`src/rtl/apb3toahb_pkg.sv`:
```
// Shared types and AHB-Lite encodings for the APB3-to-AHB bridge.
package apb3toahb_pkg;

    typedef enum logic [1:0] {
        StIdle,
        StAddr,
        StData,
        StResp
    } state_e;

    localparam logic [1:0] HTRANS_IDLE   = 2'b00;
    localparam logic [1:0] HTRANS_NONSEQ = 2'b10;
    localparam logic [2:0] HSIZE_WORD    = 3'b010;
    localparam logic [2:0] HBURST_SINGLE = 3'b000;
    localparam logic [1:0] HRESP_OKAY    = 2'b00;
    localparam logic [1:0] HRESP_ERROR   = 2'b01;

    // Word-align the APB address and offset it into the AHB map (wraps mod 2^32).
    function automatic logic [31:0] ahb_addr(input logic [31:0] paddr, input logic [31:0] base);
        return base + {paddr[31:2], 2'b00};
    endfunction

endpackage

```
`src/rtl/apb3_to_ahb_bridge_if.sv`:
```
// APB3 completer side plus AHB-Lite manager side of the bridge in one bundle.
// slave: bridge view; master: view of the APB initiator and AHB subordinate.
interface apb3_to_ahb_bridge_if #(
    parameter int unsigned ADDR_W = 32
);
    logic              PSEL;
    logic              PENABLE;
    logic              PWRITE;
    logic [ADDR_W-1:0] PADDR;
    logic [31:0]       PWDATA;
    logic [31:0]       PRDATA;
    logic              PREADY;
    logic              PSLVERR;
    logic [31:0]       HADDR;
    logic [1:0]        HTRANS;
    logic              HWRITE;
    logic [2:0]        HSIZE;
    logic [2:0]        HBURST;
    logic [31:0]       HWDATA;
    logic [31:0]       HRDATA;
    logic              HREADY;
    logic [1:0]        HRESP;

    modport slave (
        input  PSEL, PENABLE, PWRITE, PADDR, PWDATA, HRDATA, HREADY, HRESP,
        output PRDATA, PREADY, PSLVERR, HADDR, HTRANS, HWRITE, HSIZE, HBURST, HWDATA
    );

    modport master (
        output PSEL, PENABLE, PWRITE, PADDR, PWDATA, HRDATA, HREADY, HRESP,
        input  PRDATA, PREADY, PSLVERR, HADDR, HTRANS, HWRITE, HSIZE, HBURST, HWDATA
    );
endinterface

```
`src/rtl/apb3toahb_tmo_cnt.sv`:
```
// Data-phase timeout counter: cleared on entry to DATA, counts stalled cycles,
// flags expiry once the count reaches Max. Built only with APB3TOAHB_TMO_EN.
`ifdef APB3TOAHB_TMO_EN
module apb3toahb_tmo_cnt #(
    parameter int unsigned Max = 256
) (
    input  logic clk,
    input  logic rst_n,
    input  logic clr,
    input  logic inc,
    output logic expire
);
    localparam int unsigned CntW = $clog2(Max + 1);

    logic [CntW-1:0] cnt_q;

    // Count stalled cycles; hold at Max so expiry stays asserted.
    always_ff @(posedge clk or negedge rst_n) begin
        if (!rst_n) begin
            cnt_q <= '0;
        end else if (clr) begin
            cnt_q <= '0;
        end else if (inc && !expire) begin
            cnt_q <= cnt_q + 1'b1;
        end
    end

    assign expire = (cnt_q == CntW'(Max));
endmodule
`endif

```
`src/rtl/apb3_to_ahb_bridge.sv`:
```
// APB3 completer to AHB-Lite manager bridge: each APB transfer becomes one
// AHB SINGLE word transfer; the AHB result returns via PRDATA/PREADY/PSLVERR.
// Optional macro APB3TOAHB_TMO_EN adds a data-phase timeout of TMO_CYCLES.
module apb3_to_ahb_bridge
    import apb3toahb_pkg::*;
#(
    parameter int unsigned ADDR_W    = 32,
    parameter logic [31:0] BASE_ADDR = 32'h0
`ifdef APB3TOAHB_TMO_EN
    , parameter int unsigned TMO_CYCLES = 256
`endif
) (
    input logic              HCLK,
    input logic              HRESETN,
    apb3_to_ahb_bridge_if.slave bus
);
    state_e      state_q, state_d;
    logic [31:0] haddr_q, haddr_d;
    logic [31:0] hwdata_q, hwdata_d;
    logic [31:0] prdata_q, prdata_d;
    logic        hwrite_q, hwrite_d;
    logic        pslverr_q, pslverr_d;
    logic [31:0] paddr_ext;

    assign paddr_ext = 32'(bus.PADDR[ADDR_W-1:0]);

`ifdef APB3TOAHB_TMO_EN
    logic tmo_expire;

    apb3toahb_tmo_cnt #(
        .Max (TMO_CYCLES)
    ) u_tmo_cnt (
        .clk    (HCLK),
        .rst_n  (HRESETN),
        .clr    (state_q == StAddr && bus.HREADY),
        .inc    (state_q == StData && !bus.HREADY),
        .expire (tmo_expire)
    );
`endif

    // Next-state and registered-output updates for the transfer FSM.
    always_comb begin
        state_d   = state_q;
        haddr_d   = haddr_q;
        hwdata_d  = hwdata_q;
        hwrite_d  = hwrite_q;
        prdata_d  = prdata_q;
        pslverr_d = pslverr_q;
        unique case (state_q)
            StIdle: begin
                // Setup phases outside IDLE are deliberately ignored.
                if (bus.PSEL && !bus.PENABLE) begin
                    haddr_d  = ahb_addr(paddr_ext, BASE_ADDR);
                    hwrite_d = bus.PWRITE;
                    hwdata_d = bus.PWDATA;
                    state_d  = StAddr;
                end
            end
            StAddr: begin
                if (bus.HREADY) begin
                    state_d = StData;
                end
            end
            StData: begin
                if (bus.HREADY) begin
                    prdata_d  = hwrite_q ? 32'h0 : bus.HRDATA;
                    pslverr_d = (bus.HRESP == HRESP_ERROR);
                    state_d   = StResp;
                end
`ifdef APB3TOAHB_TMO_EN
                else if (tmo_expire) begin
                    // Abandon the stuck data phase on the APB side only.
                    prdata_d  = 32'h0;
                    pslverr_d = 1'b1;
                    state_d   = StResp;
                end
`endif
            end
            StResp: begin
                prdata_d  = 32'h0;
                pslverr_d = 1'b0;
                state_d   = StIdle;
            end
            default: state_d = StIdle;
        endcase
    end

    // State and output registers; reset abandons any transfer in flight.
    always_ff @(posedge HCLK or negedge HRESETN) begin
        if (!HRESETN) begin
            state_q   <= StIdle;
            haddr_q   <= 32'h0;
            hwdata_q  <= 32'h0;
            hwrite_q  <= 1'b0;
            prdata_q  <= 32'h0;
            pslverr_q <= 1'b0;
        end else begin
            state_q   <= state_d;
            haddr_q   <= haddr_d;
            hwdata_q  <= hwdata_d;
            hwrite_q  <= hwrite_d;
            prdata_q  <= prdata_d;
            pslverr_q <= pslverr_d;
        end
    end

    assign bus.HTRANS  = (state_q == StAddr) ? HTRANS_NONSEQ : HTRANS_IDLE;
    assign bus.PREADY  = (state_q == StResp);
    assign bus.HADDR   = haddr_q;
    assign bus.HWRITE  = hwrite_q;
    assign bus.HWDATA  = hwdata_q;
    assign bus.HSIZE   = HSIZE_WORD;
    assign bus.HBURST  = HBURST_SINGLE;
    assign bus.PRDATA  = prdata_q;
    assign bus.PSLVERR = pslverr_q;
endmodule

```
`src/flat_wrapper.sv`:
```
// flat-port wrapper written by rule: the top's interface ports become plain ports
module apb3_to_ahb_bridge_flat import apb3toahb_pkg::*;
#(
    parameter int unsigned ADDR_W    = 32,
    parameter logic [31:0] BASE_ADDR = 32'h0

)
  (HCLK, HRESETN, bus_PSEL, bus_PENABLE, bus_PWRITE, bus_PADDR, bus_PWDATA, bus_HRDATA, bus_HREADY, bus_HRESP, bus_PRDATA, bus_PREADY, bus_PSLVERR, bus_HADDR, bus_HTRANS, bus_HWRITE, bus_HSIZE, bus_HBURST, bus_HWDATA);
  apb3_to_ahb_bridge_if #(.ADDR_W(ADDR_W)) bus_i ();
  input logic HCLK;
  input logic HRESETN;
  input wire logic [$bits(bus_i.PSEL)-1:0] bus_PSEL;
  input wire logic [$bits(bus_i.PENABLE)-1:0] bus_PENABLE;
  input wire logic [$bits(bus_i.PWRITE)-1:0] bus_PWRITE;
  input wire logic [$bits(bus_i.PADDR)-1:0] bus_PADDR;
  input wire logic [$bits(bus_i.PWDATA)-1:0] bus_PWDATA;
  input wire logic [$bits(bus_i.HRDATA)-1:0] bus_HRDATA;
  input wire logic [$bits(bus_i.HREADY)-1:0] bus_HREADY;
  input wire logic [$bits(bus_i.HRESP)-1:0] bus_HRESP;
  output wire logic [$bits(bus_i.PRDATA)-1:0] bus_PRDATA;
  output wire logic [$bits(bus_i.PREADY)-1:0] bus_PREADY;
  output wire logic [$bits(bus_i.PSLVERR)-1:0] bus_PSLVERR;
  output wire logic [$bits(bus_i.HADDR)-1:0] bus_HADDR;
  output wire logic [$bits(bus_i.HTRANS)-1:0] bus_HTRANS;
  output wire logic [$bits(bus_i.HWRITE)-1:0] bus_HWRITE;
  output wire logic [$bits(bus_i.HSIZE)-1:0] bus_HSIZE;
  output wire logic [$bits(bus_i.HBURST)-1:0] bus_HBURST;
  output wire logic [$bits(bus_i.HWDATA)-1:0] bus_HWDATA;
  assign bus_i.PSEL = bus_PSEL;
  assign bus_i.PENABLE = bus_PENABLE;
  assign bus_i.PWRITE = bus_PWRITE;
  assign bus_i.PADDR = bus_PADDR;
  assign bus_i.PWDATA = bus_PWDATA;
  assign bus_i.HRDATA = bus_HRDATA;
  assign bus_i.HREADY = bus_HREADY;
  assign bus_i.HRESP = bus_HRESP;
  assign bus_PRDATA = bus_i.PRDATA;
  assign bus_PREADY = bus_i.PREADY;
  assign bus_PSLVERR = bus_i.PSLVERR;
  assign bus_HADDR = bus_i.HADDR;
  assign bus_HTRANS = bus_i.HTRANS;
  assign bus_HWRITE = bus_i.HWRITE;
  assign bus_HSIZE = bus_i.HSIZE;
  assign bus_HBURST = bus_i.HBURST;
  assign bus_HWDATA = bus_i.HWDATA;
  apb3_to_ahb_bridge #(.ADDR_W(ADDR_W), .BASE_ADDR(BASE_ADDR)) u_core (.HCLK(HCLK), .HRESETN(HRESETN), .bus(bus_i));
endmodule
```
`config.mk`:
```
export PLATFORM = sky130hd
export DESIGN_NAME = apb3_to_ahb_bridge_flat
export DESIGN_NICKNAME = d
export VERILOG_FILES = /design/src/rtl/apb3toahb_pkg.sv /design/src/rtl/apb3_to_ahb_bridge_if.sv /design/src/rtl/apb3toahb_tmo_cnt.sv /design/src/rtl/apb3_to_ahb_bridge.sv /design/src/flat_wrapper.sv
export SDC_FILE = /design/constraint.sdc
export NUM_CORES = 1
export LEC_CHECK = 0
export ABC_AREA = 0
export CAP_MARGIN = 20
export CORE_MARGIN = 5
export CORE_UTILIZATION = 43
export CTS_CLUSTER_DIAMETER = 60
export DETAILED_ROUTE_END_ITERATION = 6
export PLACE_DENSITY = 0.95
export REMOVE_ABC_BUFFERS = 1
export SETUP_SLACK_MARGIN = 0.02
export SYNTH_ARGS = -nofsm -noshare
export SYNTH_HDL_FRONTEND = slang
export SYNTH_SLANG_ARGS = --single-unit
export TNS_END_PERCENT = 50
```
`constraint.sdc`:
```
create_clock -name HCLK -period 3 [get_ports HCLK]
set_clock_uncertainty 0.05 [all_clocks]
set_input_delay 0.6 -clock HCLK [delete_from_list [all_inputs] [get_ports HCLK]]
set_output_delay 0.6 -clock HCLK [all_outputs]
set_load 0.005 [all_outputs]
```
== Word-level counts from Yosys, hierarchy flattened ==
Cells that the tools add are included.

* Bits in registers: 98
* Bits of input ports: 104
* Output and inout port bits: 107
* Word-level logic and storage cells: 30

* Equality and inequality tests: 7
* Mux-type cells: 10
* Reduce and logical (&&, ||, !) cells: 7

{| class="wikitable"
|+ Operators with widths
! operator !! count
|-
| $mux 32 || 2
|-
| $pmux 32 s2 || 1
|-
| $mux 2 || 4
|-
| $pmux 2 s4 || 1
|-
| $eq 2x1->1 const B || 2
|-
| $eq 2x2->1 const B || 2
|-
| $ne 2x2->1 const B || 2
|-
| $reduce_and 2->1 || 2
|-
| $reduce_and 3->1 || 1
|-
| $logic_not 2->1 || 1
|-
| $ne 2x1->1 const B || 1
|-
| $pmux 1 s2 || 1
|-
| $reduce_bool 2->1 || 1
|-
| $logic_and 1x1->1 || 1
|-
| $logic_not 1->1 || 1
|-
| $mux 1 || 1
|}

== Longest topological paths before layout ==
* Depth after elaboration: 4
* Gate-level depth with buffers: 7
* Depth with buffers taken out: 5

== Worst setup path before layout ==
Ideal clock, no wire load.

* Path type: register -> register
* From: register u_core.state_q[0]
* To: register u_core.haddr_q[10], in the netlist u_core.bus.HADDR[10]
* Data arrival time: 1358 ps
* Data required time: 2825 ps
* Slack: 1467 ps
* Stages on the path, launching flop included: 7
* Path through: dfrtp_1 -> inv_1 -> ha_1 -> nand3b_1 -> buf_6 -> buf_12 -> mux2_4

* Word-level cells in the longest chain between the ends: 2

{| class="wikitable"
|+ Ends and longest elaborated chain
! element !! line !! RTL
|-
| from (decl) || apb3_to_ahb_bridge.sv:17 || <nowiki>state_e state_q, state_d;</nowiki>
|-
| from (signal assigned) || apb3_to_ahb_bridge.sv:91 || <nowiki>state_q <= StIdle;</nowiki>
|-
| from (signal assigned) || apb3_to_ahb_bridge.sv:98 || <nowiki>state_q <= state_d;</nowiki>
|-
| $logic_not 2->1 || apb3_to_ahb_bridge.sv:49 || <nowiki>unique case (state_q)</nowiki>
|-
| $reduce_and 2->1 (no source line) || - ||
|-
| to (signal assigned) || apb3_to_ahb_bridge.sv:99 || <nowiki>haddr_q <= haddr_d;</nowiki>
|-
| to (decl) || apb3_to_ahb_bridge.sv:18 || <nowiki>logic [31:0] haddr_q, haddr_d;</nowiki>
|}

Every way passes these cells.
A chain may end at the register's enable or synchronous reset.

== Worst setup path in the final report ==
* From: register u_core.state_q[0]
* To: output port bus_PREADY

* Word-level cells in the longest chain between the ends: 1

{| class="wikitable"
|+ Ends and longest elaborated chain
! element !! line !! RTL
|-
| $eq 2x2->1 || apb3_to_ahb_bridge.sv:108 || <nowiki>assign bus.PREADY = (state_q == StResp);</nowiki>
|-
| to (decl) || flat_wrapper.sv:21 || <nowiki>output wire logic [$bits(bus_i.PREADY)-1:0] bus_PREADY;</nowiki>
|}

Every way passes these cells.

==> reports/results.ini <==
[status]
outcome = completed

[critical_path]
crit_chain = ha_1 > clkdlybuf4s50_1
required_ns = 2.35
cp.arrival_ns = 1.60
reg2reg_from = u_core.state_q[0]
slowest_stage = clkdlybuf4s50_1
rrSetupSlack_ns = 1.07
crit_path_max_incr_delay_ns = 0.54
crit_family = buffers and inverters
ff2ff_path_depth = 5
worst_r2r_endpoint = u_core.bus.PRDATA[22]
path_max_fanout = 4
path_class = flip-flop to output port
start_kind = flip-flop
startpoint = u_core.state_q[0]
end_kind = output port
critPathBufInv = 1

[place]
dp_hpwl_um = 8320
port_buffers = 199
gp_congestion = 0.722

[cts]
cts_max_path_buffers = 2
clk_latency_ns = 0.34
cts-root-buf = clkbuf_8
path_clk_slew_ns = 0.10
cts_repair_resize_count = 0
cts_htree_levels = 3
cts_sinks = 98
tritoncts = done
postCtsHoldBufs = 0
cts_setup_buffers = 0
cts_made_buffers = 9

[detailed_routing]
vias = 2960
first_iter_violations = 76
detail_route.wl_per_cell_um = 17.2
drtPass1Iterations = 4
ant_nets = 0
wirelength_um = 11000
drc = 0
via_per_inst = 4.65

[timing]
post-route-period-util_pct = 74.9
whs_ns = 0.210
rsz0062_at_grt = false
finalHoldViolations = 0
worst_pin_slew_ns = 0.656
finalCriticalPeriod_ns = 2.25
slew_viol_final = 0
slew_headroom_pct = 56.3
setup_viol = 0
max_freq_ghz = 0.445

[power]
p_int_mw = 4.28
combPwrFrac_pct = 48.0
swShare_pct = 29.7
power.density_nw_per_um2 = 953
clock_power_share_pct = 14.4
worst_ir_drop_vdd_v = 0.000458
power_mw = 6.09
p_seq_share_pct = 37.6
switching_power_mw = 1.81
p_leak_nw = 2.94

[global_route]
grt_pass1_wl_um = 17300
grt_usage_pct = 19.0
grt_max_degree = 67
antenna_found_initial = 0
grt-ovfl-total = 0
grt_pass1_vias = 3236

[floorplanning]
io_pins = 211
die_y_um = 109
initial_core_util_pct = 43.7
fp.coreArea_um2 = 9640
die-area_um2 = 11900
die_w_um = 109
rows = 36

[yosys]
syn_area_per_cell_um2 = 13.9
syn_inst = 303
ys.warnings.count = 0
ys_seq_area_share_pct = 58.2
ys_ff_latch = 98
yosysUniqueCellTypes = 23
syn_area_um2 = 4210

[flow_run]
maxCapViolCount = 0

[layout]
final_common_cell = clkdlybuf4s50_1
syn2layout_area_growth_pct = 51.9
layout_common_cells = clkdlybuf4s50_1 (198), dfrtp_1 (98), nand2_1 (65), mux2_4 (60), o21ai_0 (18)
layout.nets = 606
diodes = 0
drive_gt1_share_pct = 16.9

[min_path]
hold_class = primary input to async pin

worst register-to-register path, cell delays in order (launching register included):
cell,delay (ns)
dfrtp_1,0.43
inv_1,0.11
ha_1,0.26
mux2i_4,0.24
buf_4,0.48
o21ai_0,0.23
layout make-up:
class | count | area [um^2]
inverters | 3 | 11.3
fillers | 718 | 3250
multi-input cells | 183 | 1510
repair buffers | 203 | 2040
clock inverters | 4 | 50.0
well taps | 133 | 166
clock buffers | 12 | 155
flip-flops and latches | 98 | 2450
worst max path at each step:
stage / end / slack [ns] / cells after the start
after detailed placement: u_core.bus.HADDR[31] / 0.75 / 4
after floorplan: u_core.bus.HADDR[31] / -1.04 / 2
after global routing: bus_PREADY / 0.68 / 2
after CTS: bus_PREADY / 0.71 / 2
final: bus_PREADY / 0.75 / 2
after global placement: u_core.bus.HADDR[31] / 0.80 / 4
cell families after synthesis:
| family | count (synthesis) | synth area share [%] |
|---|---|---|
| adders and majority gates | 4 | 1.19 |
| other | 2 | 0.178 |
| buffers and inverters | 29 | 6.78 |
| and+or+nand+nor | 70 | 6.45 |
| muxes | 65 | 22.7 |
| DFF | 98 | 58.2 |
| AOI/OAI and AO/OA | 35 | 4.46 |
routing by layer:
layer  track usage [%]  vias to the layer above  share of wire, %
met5                 0                        -                 0
met4              8.21                        0               2.0
met3              8.05                       16                12
met2              31.0                      149                48
met1              21.8                     1420                38
li1                  -                     1375                 -
state kept, by name (all words and copies together) (netlist names):
register / flops
u_core.state_q: 2
u_core.bus.HWDATA: 32
u_core.bus.PRDATA: 32
u_core.bus.PSLVERR: 1
u_core.bus.HADDR: 30
u_core.bus.HWRITE: 1
power by group through the flow:
stage	sequential [mW]	combinational, mW	clock [mW]
2_1_floorplan	2.31	1.28	0
3_3_place_gp	2.25	2.87	0
3_5_place_dp	2.31	2.96	0
4_1_cts	2.29	2.98	0.910
5_1_grt	2.38	3.16	0.966
6_report	2.29	2.93	0.875
stage by stage:
stage	setup TNS [ns]	util [%]	cell area (um^2)	instances	setup slack, ns
3_3_place_gp	0	64.2	6190	620	0.801
3_5_place_dp	0	64.2	6190	620	0.751
2_1_floorplan	-81.99	-	3960	284	-1.04
4_1_cts	0	66.3	6390	636	0.708
5_1_grt	0	66.3	6390	636	0.678
6_report	0	66.3	6390	636	0.752
synth_stat cells:
cell,n,share of area (%)
nand2_1,65,5.8
buf_12,6,2.9
buf_4,10,1.8
nor2_1,2,0.18
dfrtp_1,98,58
nand2b_1,1,0.15
mux2_2,3,0.80
buf_6,5,1.3
inv_1,3,0.27
o21ai_0,18,2.1
buf_2,3,0.36
conb_1,2,0.18
a2bb2oi_1,1,0.21
mux2_1,1,0.27
o32a_1,1,0.24
o41ai_1,1,0.21
nor2b_1,1,0.15
o21ai_1,14,1.7
clkbuf_1,2,0.18
mux2_4,60,21
nand3b_1,1,0.18
ha_1,4,1.2
mux2i_1,1,0.24
Note: power is estimated with default switching activity, not from simulation.
